### src/rtl/fifo_pkg.sv
// Shared sizing helpers and the read-mode enumeration for the flagged FIFO.
package fifo_pkg;

    typedef enum logic {
        FIFO_STD,
        FIFO_FWFT
    } fifo_mode_e;

    // Address width for a DEPTH-entry array.
    function automatic int unsigned addr_w(input int unsigned depth);
        return $clog2(depth);
    endfunction

    // Count/pointer width: one extra bit so a full FIFO (count == DEPTH) is representable.
    function automatic int unsigned cnt_w(input int unsigned depth);
        return $clog2(depth) + 1;
    endfunction

endpackage

### src/rtl/fifo_mem_dp.sv
// Simple dual-port storage: synchronous write, asynchronous read, no reset of contents.
module fifo_mem_dp
    import fifo_pkg::*;
#(
    parameter int unsigned DATA_WIDTH = 8,
    parameter int unsigned DEPTH      = 16
) (
    input  logic                        clk,
    input  logic                        we,
    input  logic [addr_w(DEPTH)-1:0]    waddr,
    input  logic [DATA_WIDTH-1:0]       wdata,
    input  logic [addr_w(DEPTH)-1:0]    raddr,
    output logic [DATA_WIDTH-1:0]       rdata
);

    logic [DATA_WIDTH-1:0] mem_q [DEPTH];

    // Store a word on an accepted write.
    always_ff @(posedge clk) begin
        if (we) begin
            mem_q[waddr] <= wdata;
        end
    end

    assign rdata = mem_q[raddr];

endmodule

### src/rtl/sync_fifo_flags.sv
// Single-clock FIFO with occupancy count, almost-full/empty thresholds, error pulses and
// selectable standard or first-word-fall-through read behaviour.
module sync_fifo_flags
    import fifo_pkg::*;
#(
    parameter int unsigned DATA_WIDTH = 8,
    parameter int unsigned DEPTH      = 16,
    parameter int unsigned AF_THRESH  = DEPTH - 2,
    parameter int unsigned AE_THRESH  = 2,
    parameter int unsigned FWFT       = 0
) (
    input  logic                      clk,
    input  logic                      rst,
    input  logic                      w_en,
    input  logic [DATA_WIDTH-1:0]     data_in,
    input  logic                      r_en,
    output logic [DATA_WIDTH-1:0]     data_out,
    output logic                      full,
    output logic                      empty,
    output logic                      almost_full,
    output logic                      almost_empty,
    output logic [cnt_w(DEPTH)-1:0]   count,
    output logic                      write_error,
    output logic                      read_error
);

    localparam int unsigned AW = addr_w(DEPTH);
    localparam int unsigned CW = cnt_w(DEPTH);
    localparam fifo_mode_e MODE = (FWFT != 0) ? FIFO_FWFT : FIFO_STD;

    if (DEPTH < 2 || (DEPTH & (DEPTH - 1)) != 0) begin : g_bad_depth
        $error("sync_fifo_flags: DEPTH must be a power of two and >= 2");
    end
    if (AF_THRESH < 1 || AF_THRESH > DEPTH || AE_THRESH > DEPTH - 1) begin : g_bad_thresh
        $error("sync_fifo_flags: threshold out of range");
    end

    logic [CW-1:0]         wr_ptr_q, rd_ptr_q, count_q, count_d;
    logic                  full_q, empty_q, af_q, ae_q;
    logic                  werr_q, rerr_q;
    logic [DATA_WIDTH-1:0] dout_q, rd_data;
    logic                  wr_acc, rd_acc;

    // Pointer MSBs only carry wrap parity; occupancy comes from the count.
    logic unused_ptr_msb;
    assign unused_ptr_msb = ^{wr_ptr_q[CW-1], rd_ptr_q[CW-1]};

    // Accept decisions use the flags as registered before the edge.
    always_comb begin
        wr_acc  = w_en & ~full_q;
        rd_acc  = r_en & ~empty_q;
        count_d = count_q + CW'(wr_acc) - CW'(rd_acc);
    end

    fifo_mem_dp #(
        .DATA_WIDTH (DATA_WIDTH),
        .DEPTH      (DEPTH)
    ) u_mem (
        .clk   (clk),
        .we    (wr_acc & ~rst),
        .waddr (wr_ptr_q[AW-1:0]),
        .wdata (data_in),
        .raddr (rd_ptr_q[AW-1:0]),
        .rdata (rd_data)
    );

    // Pointers, count, flags and error pulses; flags are registered from the next count.
    always_ff @(posedge clk) begin
        if (rst) begin
            wr_ptr_q <= '0;
            rd_ptr_q <= '0;
            count_q  <= '0;
            full_q   <= 1'b0;
            empty_q  <= 1'b1;
            af_q     <= 1'b0;
            ae_q     <= 1'b1;
            werr_q   <= 1'b0;
            rerr_q   <= 1'b0;
        end else begin
            if (wr_acc) wr_ptr_q <= wr_ptr_q + 1'b1;
            if (rd_acc) rd_ptr_q <= rd_ptr_q + 1'b1;
            count_q <= count_d;
            full_q  <= (count_d == CW'(DEPTH));
            empty_q <= (count_d == '0);
            af_q    <= (count_d >= CW'(AF_THRESH));
            ae_q    <= (count_d <= CW'(AE_THRESH));
            werr_q  <= w_en & full_q;
            rerr_q  <= r_en & empty_q;
        end
    end

    // Registered read port used in standard mode; holds between accepted reads.
    always_ff @(posedge clk) begin
        if (rst) begin
            dout_q <= '0;
        end else if (rd_acc) begin
            dout_q <= rd_data;
        end
    end

    // Output select: FWFT shows the head word directly, zero while empty.
    always_comb begin
        if (MODE == FIFO_FWFT) begin
            data_out = empty_q ? '0 : rd_data;
        end else begin
            data_out = dout_q;
        end
    end

    assign full         = full_q;
    assign empty        = empty_q;
    assign almost_full  = af_q;
    assign almost_empty = ae_q;
    assign count        = count_q;
    assign write_error  = werr_q;
    assign read_error   = rerr_q;

endmodule

### config.mk
export PLATFORM = sky130hd
export DESIGN_NAME = sync_fifo_flags
export DESIGN_NICKNAME = d
export VERILOG_FILES = /design/src/rtl/fifo_pkg.sv /design/src/rtl/fifo_mem_dp.sv /design/src/rtl/sync_fifo_flags.sv
export SDC_FILE = /design/constraint.sdc
export NUM_CORES = 1
export LEC_CHECK = 0
export ABC_AREA = 1
export BUFFER_PORTS_ARGS = -buffer_cell sky130_fd_sc_hd__buf_2
export CORE_MARGIN = 1.5
export CORE_UTILIZATION = 65
export CTS_CLUSTER_DIAMETER = 30
export DETAILED_ROUTE_END_ITERATION = 12
export PLACE_DENSITY = 0.88
export SLEW_MARGIN = 25
export SYNTH_ARGS = -nofsm -noshare
export SYNTH_HDL_FRONTEND = slang
export SYNTH_SLANG_ARGS = --single-unit
### constraint.sdc
create_clock -name clk -period 3.3 [get_ports clk]
set_input_delay 0 -clock clk [delete_from_list [all_inputs] [get_ports clk]]
set_output_delay 0 -clock clk [all_outputs]
set_load 0.005 [all_outputs]
; ---- Word-level counts from Yosys, hierarchy flattened
; Memories as Yosys holds them, arrays and structs flattened. A register that Yosys moved wholly into a read port is not among the register bits.
; Index checks and enable logic that the tools add are counted.
[word_totals]
regBits = 21
mem_bits_rw = 128
out_inout_bits = 19
mem_count = 1
[op_classes]
add_sub_neg = 4
n_lt_le_gt_ge = 2
eq_ne = 1
n_mux = 2
n_bitwise = 8
reduce_logical = 1
[memory_table]
columns = name, depth, width, rd, rd_clocked_by_memory_dff, wr, line
row1 = u_mem.mem_q, 16, 8, 1, 1, 1, fifo_mem_dp.sv:16  ; logic [DATA_WIDTH-1:0] mem_q [DEPTH];
[op_table]
columns = op, n
row1 = $add 5x1->5 const B, 2
row2 = $add 5x1->5, 1
row3 = $and 1x1->1, 5
row4 = $eq 5x5->1 const B, 1
row5 = $ge 5x4->1 const B, 1
row6 = $le 5x2->1 const B, 1
row7 = $logic_not 5->1, 1
row8 = $sub 5x1->5, 1
row9 = $not 1->1, 3
row10 = $mux 1, 2

; ---- Logic depth before layout (Yosys ltp)
[depth]
ltp_word = 5
depth_mapped = 13
depth_no_buf = 13

; ---- Hierarchy
; From an unflattened synthesis, not the netlist that was laid out.
[hier_totals]
cells_unflattened = 707
area_unflattened_um2 = 6857.8
[by_module_without_submodules]
columns = module, n_inst, cells_each, area_per_inst_um2, seq_area_each_um2
row1 = fifo_mem_dp, 1, 543, 5606.6, 3843.7
row2 = sync_fifo_flags, 1, 164, 1251.2, 540.5

; ---- Worst setup path after synthesis
; No wires, ideal clock.
[synth_path]
path_type = register -> register
start = register full_q (netlist: full)
end = register af_q (netlist: almost_full)
setup_time_ns = 0.126
t_arrival_ns = 1.965
required_time_ns = 3.174
path_slack_ns = 1.209
stages_incl_launch_ff = 13
period_less_slack_ns = 2.091
cell_sequence = dfxtp_1 nor2_2 inv_2 ha_1 inv_1 ha_1 fa_1 nand3_1 nand2_1 xnor2_1 nor2_1 inv_1 o21ai_1
[synth_via]
elab_chain_cells = 5
[synth_rtl]
columns = element, line
row1 = from (decl), sync_fifo_flags.sv:39  ; logic full_q, empty_q, af_q, ae_q;
row2 = from (signal assigned), sync_fifo_flags.sv:83  ; full_q <= (count_d == CW'(DEPTH));
row3 = $not 1->1, sync_fifo_flags.sv:50  ; wr_acc = w_en & ~full_q;
row4 = $and 1x1->1, sync_fifo_flags.sv:50
row5 = $add 5x1->5, sync_fifo_flags.sv:52  ; count_d = count_q + CW'(wr_acc) - CW'(rd_acc);
row6 = $sub 5x1->5, sync_fifo_flags.sv:52
row7 = $ge 5x4->1, sync_fifo_flags.sv:85  ; af_q <= (count_d >= CW'(AF_THRESH));
row8 = to (signal assigned), sync_fifo_flags.sv:85
row9 = to (decl), sync_fifo_flags.sv:39
; Every way passes these cells.
; A chain may end at the register's enable or synchronous reset.

; ---- Worst setup path in the final report
; Ends and elaborated chain as after synthesis.

==> results.toml <==
[run_status]
status = "finished clean"

[route]
vias_per_cell = 5.99
wl_per_cell_um = 18.8
drc_errors = 0
drt_iter0_drc = 584
drt-pass1-iter-count = 5
drt-total-wl_um = 14600
dr_total_vias = 4676
ant_nets = 0

[sta]
worst_slew_pin_slew_ps = 1010
max_freq_mhz = 428
fin_crit_sh = 0.707
slew_viol_final = 0
hold_viol = 0
slew_headroom = 0.326
setup_tns_ps = 0
final-setup-viol-count = 0
post-route-min-period_ps = 2330
finClkSkew_ps = 7.95
rsz0062_at_grt = "false"

[global_route]
antenna_found_initial = 0
grt_pass1_wl_um = 22400
overflow = 0
grt_usage = 0.295
grt_pass1_vias = 4379
grt_max_degree = 68

[place]
port_buffers = 30
gp_congestion = 0.926
hpwl_um = 8300
dp_cells = 736
placed_area_mm2 = 0.00657

[final_layout]
areaGrowthSynthToFinish_pct = 13.9
fillers = 569
fin_nets = 658
regArea_mm2 = 0.00439
multiInputGateArea_mm2 = 0.00172
final_cell_area_mm2 = 0.00730
drive_above_1_share = 0.114
final_cells = 780
diodes = 0

[synthesis]
synth_top_area_share = 0.600
synth.distinct_cells = 23
post-synth-top-area-cell = "edfxtp_1"
syn_nets = 622
synthFlopType = "edfxtp_1"
ys_seq_area_frac = 0.684
syn-cell-area_mm2 = 0.00641
netlist_instances = 599
netlist_top_cells_count = "nand2_1 (194), edfxtp_1 (128), nand3_1 (107), nor2_1 (44), dfxtp_1 (27)"
synthArstFlopShare = 0
synth.most_common_cell = "nand2_1"
avgSynthCellArea_um2 = 10.7
ys_warn_count = 0
synth_edf_count = 128
ys_seq_elements = 155
synth_area_leaders = "edfxtp_1 (60%), nand2_1 (11%), dfxtp_1 (8.4%)"

[clock_network]
cts_tree = "done"
clk_transition_reported_paths_ps = 70
worstSkewPairLatency_ps = 530
numClockSinks = 155
cts_setup_buffers = 0
clockRootBuffer = "clkbuf_8"
cts_buffers = 17
cts_max_level = 4
post_cts_resized = 0
clock_path_buffers = 2
holdBufCountCts = 13

[worst_setup_path]
rrSetupSlack_ps = 970
r2r_start = "full"
critPathCapture = "almost_full"
cp_data_required_time_ps = 3710
cp.arrival_ps = 2750
worst_setup_path_start_kind = "flop"
crit_type = "flop to flop"
crit_slowest_cell = "fa_1"
crit_start = "full"
cpPeakStageDelay_ps = 410
crit_chain = "nor2_2 > inv_2 > ha_1 > inv_1 > ha_1 > fa_1 > nand3_1 > nand2_1 > xnor2_1 > nor2_1 > inv_1 > o21ai_1"
path_delay_family = "adder cells"
crit_cells = 12
r2r_end = "almost_full"
path_max_fanout = 6
worst-path-buf-inv = 3
crit_path_end_kind = "flop"
rr_worst_depth = 12

[die]
num_rows = 36
die_h_um = 102
core_area_mm2 = 0.00968
initial_core_util = 0.662
dieWidth_um = 102
pin_count = 31
die_area_mm2 = 0.0105

[flow_run]
cap_viol_max_count = 0

[hold_path]
hold_class = "primary input to flop"

[pwr]
vdd_ir_drop_max_v = 0.000418
leakagePower_uw = 0.00287
p_per_area_mw_per_mm2 = 742
## flip-flops by register name, indices dropped and copies added, names as in the netlist
name / flops
almost_full: 1
data_out: 8
u_mem.mem_q: 128
empty: 1
read_error: 1
write_error: 1
rd_ptr_q: 4
full: 1
count: 5
wr_ptr_q: 4
almost_empty: 1
## cell usage in the layout (no fill, tap or decap), drive strengths merged
cell,count
clkbuf,17
nor3,4
bufinv,3
nand3,107
nand2,194
xnor2,3
buf,34
a21oi,10
ha,10
a31oi,1
xor2,1
edfxtp,128
dlygate4sd3,13
clkinvlp,2
nor2,45
clkinv,3
fa,1
o21ai,5
inv,39
dfxtp,27
## cells by family after synthesis
kind of cell | share of synthesized area
AND/OR/NAND/NOR | 0.227
flip-flops | 0.684
buffers and inverters | 0.0478
AO/OA/AOI/OAI | 0.0127
adder cells (fa/ha/maj) | 0.0227
XOR/XNOR | 0.00547
## where the power goes
part           leakage, uW  internal [uW]  switching (uW)
sequential         0.00138           2230            57.4
clock             0.000287           1170             811
combinational      0.00120            383             767
total              0.00287           3780            1640
## worst min-delay path by stage
stage                    start                end  cells after the start
finish                     rst           count[3]                      3
global route               rst           count[0]                      3
CTS                        rst           count[3]                      3
detailed placement        r_en         read_error                      3
global placement          r_en         read_error                      3
floorplan           data_in[0]  u_mem.mem_q[0][0]                      0
## metrics by stage
step / utilization / total power, uW / hold slack (ps) / worst slack (ps)
6_report: 0.754 / 5420 / 393 / 965
5_1_grt: 0.754 / 5620 / 424 / 801
4_1_cts: 0.754 / 5390 / 384 / 969
3_5_place_dp: 0.679 / 3420 / 233 / 990
3_3_place_gp: 0.679 / 3360 / 228 / 1140
2_1_floorplan: - / 3130 / 98.9 / 1210
## per-layer routing
| layer | vias up | share of wire | GRT usage |
|---|---|---|---|
| met1 | 2164 | 0.36 | 0.378 |
| met5 | - | 0 | 0 |
| met2 | 362 | 0.48 | 0.472 |
| met4 | 0 | 0.036 | 0.135 |
| met3 | 52 | 0.12 | 0.0848 |
| li1 | 2098 | - | - |
## layout make-up
cell class                 instances  share of cell area
clock buffer                      17              0.0567
inverter                          33              0.0170
sequential                       155               0.601
clock inverter                    14              0.0252
multi-input combinational        381               0.235
tap                              133              0.0228
timing repair buffer              47              0.0425
## tightest hold or removal path: stages
cell and delay (ps):
dlygate4sd3_1 530, buf_2 230, nor2_1 120
Note: power is estimated with default switching activity, not from simulation.
